File: src/rtl/instruction_decode_if.sv
//==============================================================================
// Module      : instruction_decode_if
// Description : Fetch/writeback-to-decode bundle and the ID/EX pipeline outputs.
// Revision    : 1.0 - initial release
//==============================================================================
`default_nettype none

interface instruction_decode_if;
  logic [31:0] IFID;
  logic [7:0]  IFID_PC;
  logic        wb_en;
  logic [4:0]  wb_rd;
  logic [31:0] wb_data;
  logic [39:0] IDEX;
  logic [31:0] IDEX_A;
  logic [31:0] IDEX_B;
  logic [31:0] IDEX_imm;
  logic        PCSelect;
  logic [7:0]  PCBranch;

  // Master drives the decode stage (fetch + writeback side).
  modport master (
    output IFID, IFID_PC, wb_en, wb_rd, wb_data,
    input  IDEX, IDEX_A, IDEX_B, IDEX_imm, PCSelect, PCBranch
  );

  modport slave (
    input  IFID, IFID_PC, wb_en, wb_rd, wb_data,
    output IDEX, IDEX_A, IDEX_B, IDEX_imm, PCSelect, PCBranch
  );
endinterface

`default_nettype wire

File: src/rtl/instruction_decode.sv
//==============================================================================
// Module      : instruction_decode
// Description : RISC-V decode stage: register file, immediate gen, ID/EX
//               register and branch resolution driving fetch redirect.
// Revision    : 1.0 - initial release
//==============================================================================
`default_nettype none

module instruction_decode (
  input  wire logic            clk,
  input  wire logic            rst,
  instruction_decode_if.slave  dec_if
);

  localparam logic [6:0] c_OP_R_TYPE = 7'b0110011;
  localparam logic [6:0] c_OP_I_TYPE = 7'b0010011;
  localparam logic [6:0] c_OP_LW     = 7'b0000011;
  localparam logic [6:0] c_OP_SW     = 7'b0100011;
  localparam logic [6:0] c_OP_B_TYPE = 7'b1100011;
  localparam logic [6:0] c_OP_J_TYPE = 7'b1101111;

  logic [31:0] rf_q [32];
  logic [39:0] idex_q;
  logic [31:0] idex_a_q;
  logic [31:0] idex_b_q;
  logic [31:0] idex_imm_q;

  logic [31:0] w_ins;
  logic [6:0]  w_opcode;
  logic [4:0]  w_rs1;
  logic [4:0]  w_rs2;
  logic [31:0] w_rs1_val;
  logic [31:0] w_rs2_val;
  logic [31:0] w_imm;
  logic        w_taken;
  logic [2:0]  w_funct3;

  assign w_ins    = dec_if.IFID;
  assign w_opcode = w_ins[6:0];
  assign w_rs1    = w_ins[19:15];
  assign w_rs2    = w_ins[24:20];

  // Same-cycle writeback wins over the stored entry so the reader never sees stale data.
  always_comb begin
    w_rs1_val = rf_q[w_rs1];
    w_rs2_val = rf_q[w_rs2];
    if (dec_if.wb_en && (dec_if.wb_rd == w_rs1)) w_rs1_val = dec_if.wb_data;
    if (dec_if.wb_en && (dec_if.wb_rd == w_rs2)) w_rs2_val = dec_if.wb_data;
    if (w_rs1 == 5'd0) w_rs1_val = 32'd0;
    if (w_rs2 == 5'd0) w_rs2_val = 32'd0;
  end

  always_comb begin
    w_imm = 32'd0;
    case (w_opcode)
      c_OP_I_TYPE, c_OP_LW:
        w_imm = {{20{w_ins[31]}}, w_ins[31:20]};
      c_OP_SW:
        w_imm = {{20{w_ins[31]}}, w_ins[31:25], w_ins[11:7]};
      c_OP_B_TYPE:
        w_imm = {{19{w_ins[31]}}, w_ins[31], w_ins[7], w_ins[30:25], w_ins[11:8], 1'b0};
      c_OP_J_TYPE:
        w_imm = {{11{w_ins[31]}}, w_ins[31], w_ins[19:12], w_ins[20], w_ins[30:21], 1'b0};
      c_OP_R_TYPE:
        w_imm = 32'd0;
      default:
        w_imm = 32'd0;
    endcase
  end

  always_ff @(posedge clk or posedge rst) begin
    if (rst) begin
      for (int i = 0; i < 32; i++) begin
        rf_q[i] <= 32'd0;
      end
      idex_q     <= 40'd0;
      idex_a_q   <= 32'd0;
      idex_b_q   <= 32'd0;
      idex_imm_q <= 32'd0;
    end else begin
      if (dec_if.wb_en && (dec_if.wb_rd != 5'd0)) begin
        rf_q[dec_if.wb_rd] <= dec_if.wb_data;
      end
      idex_q     <= {dec_if.IFID_PC, dec_if.IFID};
      idex_a_q   <= w_rs1_val;
      idex_b_q   <= w_rs2_val;
      idex_imm_q <= w_imm;
    end
  end

  assign w_funct3 = idex_q[14:12];

  always_comb begin
    w_taken = 1'b0;
    if (idex_q[6:0] == c_OP_B_TYPE) begin
      case (w_funct3)
        3'b000:  w_taken = (idex_a_q == idex_b_q);
        3'b001:  w_taken = (idex_a_q != idex_b_q);
        3'b100:  w_taken = ($signed(idex_a_q) <  $signed(idex_b_q));
        3'b101:  w_taken = ($signed(idex_a_q) >= $signed(idex_b_q));
        3'b110:  w_taken = (idex_a_q <  idex_b_q);
        3'b111:  w_taken = (idex_a_q >= idex_b_q);
        default: w_taken = 1'b0;
      endcase
    end
  end

  assign dec_if.IDEX     = idex_q;
  assign dec_if.IDEX_A   = idex_a_q;
  assign dec_if.IDEX_B   = idex_b_q;
  assign dec_if.IDEX_imm = idex_imm_q;
  assign dec_if.PCSelect = w_taken;
  assign dec_if.PCBranch = w_taken ? (idex_q[39:32] + idex_imm_q[7:0]) : 8'd0;

endmodule

`default_nettype wire

File: src/flat_wrapper.sv
// flat-port wrapper written by rule: the top's interface ports become plain ports
module instruction_decode_flat 
  (clk, rst, dec_if_IFID, dec_if_IFID_PC, dec_if_wb_en, dec_if_wb_rd, dec_if_wb_data, dec_if_IDEX, dec_if_IDEX_A, dec_if_IDEX_B, dec_if_IDEX_imm, dec_if_PCSelect, dec_if_PCBranch);
  instruction_decode_if dec_if_i ();
  input  wire logic clk;
  input  wire logic rst;
  input wire logic [$bits(dec_if_i.IFID)-1:0] dec_if_IFID;
  input wire logic [$bits(dec_if_i.IFID_PC)-1:0] dec_if_IFID_PC;
  input wire logic [$bits(dec_if_i.wb_en)-1:0] dec_if_wb_en;
  input wire logic [$bits(dec_if_i.wb_rd)-1:0] dec_if_wb_rd;
  input wire logic [$bits(dec_if_i.wb_data)-1:0] dec_if_wb_data;
  output wire logic [$bits(dec_if_i.IDEX)-1:0] dec_if_IDEX;
  output wire logic [$bits(dec_if_i.IDEX_A)-1:0] dec_if_IDEX_A;
  output wire logic [$bits(dec_if_i.IDEX_B)-1:0] dec_if_IDEX_B;
  output wire logic [$bits(dec_if_i.IDEX_imm)-1:0] dec_if_IDEX_imm;
  output wire logic [$bits(dec_if_i.PCSelect)-1:0] dec_if_PCSelect;
  output wire logic [$bits(dec_if_i.PCBranch)-1:0] dec_if_PCBranch;
  assign dec_if_i.IFID = dec_if_IFID;
  assign dec_if_i.IFID_PC = dec_if_IFID_PC;
  assign dec_if_i.wb_en = dec_if_wb_en;
  assign dec_if_i.wb_rd = dec_if_wb_rd;
  assign dec_if_i.wb_data = dec_if_wb_data;
  assign dec_if_IDEX = dec_if_i.IDEX;
  assign dec_if_IDEX_A = dec_if_i.IDEX_A;
  assign dec_if_IDEX_B = dec_if_i.IDEX_B;
  assign dec_if_IDEX_imm = dec_if_i.IDEX_imm;
  assign dec_if_PCSelect = dec_if_i.PCSelect;
  assign dec_if_PCBranch = dec_if_i.PCBranch;
  instruction_decode u_core (.clk(clk), .rst(rst), .dec_if(dec_if_i));
endmodule
File: config.mk
export PLATFORM = sky130hd
export DESIGN_NAME = instruction_decode_flat
export DESIGN_NICKNAME = d
export VERILOG_FILES = /design/src/rtl/instruction_decode_if.sv /design/src/rtl/instruction_decode.sv /design/src/flat_wrapper.sv
export SDC_FILE = /design/constraint.sdc
export NUM_CORES = 2
export LEC_CHECK = 0
export ABC_AREA = 1
export CAP_MARGIN = 5
export CORE_ASPECT_RATIO = 1.4
export CORE_UTILIZATION = 31
export DETAILED_ROUTE_END_ITERATION = 10
export HOLD_SLACK_MARGIN = 0.08
export PLACE_DENSITY = 0.57
export RECOVER_POWER = 25
export SYNTH_ARGS = -nofsm -noshare
export SYNTH_HDL_FRONTEND = slang
export SYNTH_SLANG_ARGS = --single-unit
export TNS_END_PERCENT = 5
File: constraint.sdc
create_clock -name clk -period 55.4 [get_ports clk]
set_input_delay 11.08 -clock clk [delete_from_list [all_inputs] [get_ports clk]]
set_output_delay 11.08 -clock clk [all_outputs]
set_load 0.02 [all_outputs]
== Yosys cells after proc, flatten, opt, wreduce, memory -nomap -nowiden ==
Cells that the tools add are included.
Widths: inputs -> output; s select.
Storage, ports and cells
  bits in registers: 1160
  word-level logic and storage cells: 89
Operators by class
  add/sub/neg operators: 1
  $lt $le $gt $ge: 8
  equality and inequality tests: 15
  muxes and demuxes: 17
  bitwise gates (word level): 3
  reductions and logical operators: 9
Operator list (count)
  $bwmux 1024: 1
  $bmux 32 s5: 2
  $mux 32: 9
  $demux 32 s5: 1
  $pmux 32 s4: 1
  $ge 32x32->1: 2
  $lt 32x32->1: 2
  $eq 32x32->1: 1
  $ne 32x32->1: 1
  $eq 7x7->1 const B: 3
  $ge 6x6->1 const B: 3
  $not 5->6: 3
  $eq 3x3->1 const B: 4
  $eq 5x5->1: 2
  $logic_not 5->1: 2
  $add 8x8->8: 1
  $mux 8: 1
  $eq 7x2->1 const B: 1
  $eq 7x5->1 const B: 1
  $eq 7x6->1 const B: 1
  $lt 6x1->1 const B: 1
  $pmux 1 s6: 1
  $reduce_bool 5->1: 1
  $logic_and 1x1->1: 4
  4 further kinds: 4

== Longest topological paths before layout ==
  depth in word-level cells: 6
  gate-level depth with buffers: 19
  gate-level depth less buffers: 19

== Worst setup path after synthesis ==
No wires, ideal clock.
  path type: flip-flop to output port
  start point: register u_core.idex_b_q[31] (netlist: u_core.dec_if.IDEX_B[31])
  end point: output port dec_if_PCBranch[0]
  data arrival time: 2235 ps
  required time: 44320 ps
  slack: 42085 ps
  cell stages (with the launch flop): 15
  path through: dfrtp_1 > inv_1 > ha_1 > nand2_1 > nor2_1 > nand2_1 > nor3b_1 > nand2_1 > nand2_1 > nand2_1 > nand3_1 > nand2_1 > nand3_1 > nand2_1 > nor2_1
On the way
  cells in the longest elaborated chain, start to end: 4
Ends and longest elaborated chain
  from (decl): line instruction_decode.sv:25  | logic [31:0] idex_b_q;
  from (signal assigned): line instruction_decode.sv:86  | idex_b_q <= w_rs2_val;
  $ge 32x32->1, or another cell as far along: line instruction_decode.sv:102  | 3'b111: w_taken = (idex_a_q >= idex_b_q);
  $pmux 1 s6 *: line instruction_decode.sv:96  | case (w_funct3)
  $mux 1 *: line instruction_decode.sv:95  | if (idex_q[6:0] == c_OP_B_TYPE) begin
  $mux 8 *: line instruction_decode.sv:113  | assign dec_if.PCBranch = w_taken ? (idex_q[39:32] + idex_imm_q[7:0]) : 8'd0;
  to (decl): line flat_wrapper.sv:17  | output wire logic [$bits(dec_if_i.PCBranch)-1:0] dec_if_PCBranch;
Mark *: on every way between the ends. The rest lies on a longest branch, timed or not.

== Worst setup path in the final report ==
  start point: input port dec_if_IFID[15]
  end point: register u_core.idex_a_q[14] (netlist: u_core.dec_if.IDEX_A[14])
On the way
  cells in the longest elaborated chain, start to end: 6
Ends and longest elaborated chain
  from (decl): line flat_wrapper.sv:7  | input wire logic [$bits(dec_if_i.IFID)-1:0] dec_if_IFID;
  $not 5->6 (not written as such): line instruction_decode.sv:45  | w_rs1_val = rf_q[w_rs1];
  $bmux 32 s5: line instruction_decode.sv:45
  $mux 32 (not written as such) (2 in a row): line instruction_decode.sv:45
  $mux 32: line instruction_decode.sv:47  | if (dec_if.wb_en && (dec_if.wb_rd == w_rs1)) w_rs1_val = dec_if.wb_data;
  $mux 32 *: line instruction_decode.sv:49  | if (w_rs1 == 5'd0) w_rs1_val = 32'd0;
  named net u_core.w_rs1_val[14]: line instruction_decode.sv:32  | logic [31:0] w_rs1_val;
  to (signal assigned): line instruction_decode.sv:85  | idex_a_q <= w_rs1_val;
  to (decl): line instruction_decode.sv:24  | logic [31:0] idex_a_q;
Mark *: on every way through the listed nets, which the timed path passes. The rest lies on a longest branch. The select of a mux whose other input is x is not followed.
A chain may end at the register's enable or synchronous reset.

==> results.yml <==
worst_setup_path:
  worstRegToRegCells: 8
  slowest_stage: "clkinvlp_2"
  crit_chain: "clkbuf_1 > clkinvlp_2 > buf_4 > o21ai_0 > o21ai_0 > o22ai_1 > a21oi_1 > o211ai_1 > a21oi_1"
  critPathMaxFanout: 138
  cp.arrival_ns: 24.57
  r2r-start: "u_core.rf_q[715]$_DFFE_PP0P_"
  endpoint_kind: "flop"
  cp_slowest_stage_delay_ns: 6.67
  cp-start-kind: "input port"
  critPathBufInv: 3
  worstReg2RegEnd: "u_core.dec_if.IDEX_B[11]$_DFF_PP0_"
  reg2reg_slack_ns: 53.22
  crit_required_ns: 56.01
  worstSetupPathType: "in -> reg"
  crit_family: "buffers and inverters"
timing:
  worst_pin_slew_ns: 8.420
  rsz0062_at_grt: "false"
  worst_slew_margin_rel: -4.613
  fin_skew_ns: 0.03707
  max_freq_ghz: 0.04174
  finalSetupViolCount: 0
  hold_viol_final: 0
  finalSetupTns_ns: 0
  finalWorstPathRequiredPeriod_ns: 23.96
  post-route-period-util: 0.4325
  drv_slew: 1276
  whs_ns: 0.3913
synthesis:
  synth-compound-area-share: 0.2849
  synth_xor_area_frac: 0.001022
  synth.cell_area_sq_um: 60020
  synth_top_area_share: 0.4791
  async_flop_share: 1.000
  synth-edff-count: 0
  synth_fa_ha_area_frac: 0.008464
  yosysWarnings: 0
  yosys.area.top_type: "dfrtp_1"
  syn_nets: 7944
  synth_area_leaders: "dfrtp_1 (48%), o21ai_0 (18%), nand2_1 (9.0%)"
  synth_ff_type: "dfrtp_1"
  synth.distinct_cells: 41
  synth_top_family_by_area: "compound AO/OA/AOI/OAI gates"
  ys_ff_latch: 1149
  synth.area.mux_share: 0
  synthSimpleGateAreaFrac: 0.1434
  avgSynthCellArea_sq_um: 7.671
  ys_seq_area_frac: 0.4791
  synthCells: 7824
placement:
  gp_congestion: 0.8936
  placed_area_sq_um: 63640
  dp_hpwl_um: 142600
  portBuffers: 224
cts:
  clock_sinks: 1149
  cts_buffers: 110
  ctsResizeCount: 0
  post_cts_buffers: 0
  cts_max_level: 3
  clk_path_buf_depth: 3
  cts_hold_buffers: 0
  cts_tree: "done"
  clock-root-buffer: "clkbuf_16"
  clk_pin_slew_worst_paths_ns: 0.07
  clk_latency_ns: 0.76
power:
  ir_drop_mv: 0.02228
  power_density_nw_per_um2: 35.09
  leakagePower_nw: 28.94
grt:
  grt_pass1_wl_um: 373500
  gr-total-overflow: 0
  first_global_vias: 54129
  antenna_found_initial: 20
  track_usage: 0.2551
  grt_max_degree: 226
worst_hold_path:
  holdPathStages: 0
  worst_hold_path.endpoint: "u_core.rf_q[997]$_DFFE_PP0P_"
  min_path_type: "reg -> reg"
  worstHoldStart: "u_core.rf_q[997]$_DFFE_PP0P_"
drt:
  drc: 0
  first_pass_iters: 9
  vias: 58504
  ant_nets: 0
  wl_per_cell_um: 25.29
  drt_iter0_drc: 8076
  wirelength_um: 256300
  via_per_inst: 5.773
run_status:
  run_status: "finished with violations"
  violations: "capacitance limit, slew limit"
floorplan:
  coreArea_sq_um: 191800
  die_h_um: 522.6
  boundaryPins: 225
  die_w_um: 373.9
  initial_utilization: 0.3128
  row_count: 190
  dieArea_sq_um: 195400
layout:
  drive_above_1_share: 0.04550
  num-fill-cells: 20024
  multiInputGateArea_sq_um: 26410
  final-seq-area_sq_um: 28750
  stdcell_area_sq_um: 67320
  final_util: 0.3509
  fin_nets: 7652
  syn2layout_area_growth_pct: 12.16
job:
  cap_violations: 22
-- stage by stage --
stage | setup WS, ns | total power, W | std cells
2_1_floorplan | 11.96 | 0.001380 | 7824
3_3_place_gp | 39.78 | 0.001524 | 9916
3_5_place_dp | 39.70 | 0.001539 | 9916
4_1_cts | 39.89 | 0.002361 | 10122
5_1_grt | 30.86 | 0.002473 | 10133
6_report | 31.44 | 0.002362 | 10134
-- how the worst max path moves through the flow --
stage                     cells past startpoint                                  to                              start  slack, ns
after detailed placement                      6    u_core.dec_if.IDEX[19]$_DFF_PP0_                                rst      39.70
final                                         9  u_core.dec_if.IDEX_A[14]$_DFF_PP0_                    dec_if_IFID[15]      31.44
after global placement                        6    u_core.dec_if.IDEX[19]$_DFF_PP0_                                rst      39.78
after floorplan                               1     u_core.dec_if.IDEX[0]$_DFF_PP0_                                rst      11.96
after CTS                                    15                  dec_if_PCBranch[1]  u_core.dec_if.IDEX_B[6]$_DFF_PP0_      39.89
after global routing                          5        u_core.rf_q[198]$_DFFE_PP0P_                                rst      30.86
-- cell usage in the layout, fill, tap and decap left out, drive strengths merged, types with 18 or more instances in the layout --
master and instances:
o311ai 29, buf 108, o21ai 2165, o22ai 21
clkdlybuf4s50 180, o211ai 251, a21oi 644, clkinv 31
ha 39, nand2 1451, dlygate4sd3 34, clkbuf 171
nor2 326, o221ai 51, dfrtp 1149, nor3 18
inv 536, nand3 339
-- worst register-to-register path, cell delays in order (launching register included) --
cell and delay (ns):
dfrtp_1 0.38, inv_1 0.08, a21oi_1 0.06, o21ai_0 0.10, o21ai_0 0.17, o211ai_1 0.20, nand3_1 0.09, o21ai_0 0.75
a21oi_1 0.19
-- where the power goes --
group	leakage (nW)	total [W]	switching, W	internal, W
Sequential	14.6	0.00109	0.0000989	0.000988
Combinational	12.5	0.000450	0.000296	0.000155
Clock	1.90	0.000825	0.000359	0.000466
Total	28.9	0.00236	0.000754	0.00161
-- layout make-up --
| cell class | instances | area share |
|---|---|---|
| Sequential cell | 1149 | 0.4271 |
| Inverter | 541 | 0.03032 |
| Multi-Input combinational cell | 5391 | 0.3923 |
| Tap cell | 2496 | 0.04639 |
| Clock buffer | 154 | 0.04784 |
| Timing Repair Buffer | 339 | 0.04608 |
| Antenna cell | 12 | 0.0004461 |
| Clock inverter | 52 | 0.009517 |
-- state kept, by name (all words and copies together) (netlist names) --
| signal | flops |
|---|---|
| u_core.dec_if.IDEX | 40 |
| u_core.dec_if.IDEX_A | 32 |
| u_core.dec_if.IDEX_B | 32 |
| u_core.dec_if.IDEX_imm | 21 |
| u_core.rf_q | 1024 |
-- logic make-up (layout without fill, tap and decap cells) --
| group | after synthesis | after routing |
|---|---|---|
| compound gates | 3202 | 3202 |
| xor+xnor | 7 | 7 |
| fa+ha+maj | 40 | 40 |
| buf+inv | 1284 | 1086 |
| flops | 1149 | 1149 |
| other cells | 0 | 12 |
| simple gates | 2142 | 2142 |
-- cell usage after synthesis (6+ instances only) --
master / number
o21ai_1: 29
o2111ai_1: 16
ha_1: 39
nor3_2: 8
a21oi_1: 644
dfrtp_1: 1149
buf_1: 52
inv_1: 534
buf_2: 99
nor2_1: 322
o221ai_1: 51
o22ai_1: 21
nor3_1: 9
inv_2: 6
nand3_1: 339
o21ai_0: 2136
clkbuf_1: 579
o311ai_0: 29
a31oi_1: 7
nand2_2: 8
o211ai_1: 251
nand2_1: 1443
buf_4: 12
-- metal layers --
metal	track usage	vias up	share of wire
li1	-	25961	-
met1	0.3202	28344	0.39
met2	0.4127	3493	0.46
met3	0.04704	700	0.097
met4	0.1421	6	0.057
met5	0	-	0.00015
Note: power is estimated with default switching activity, not from simulation.
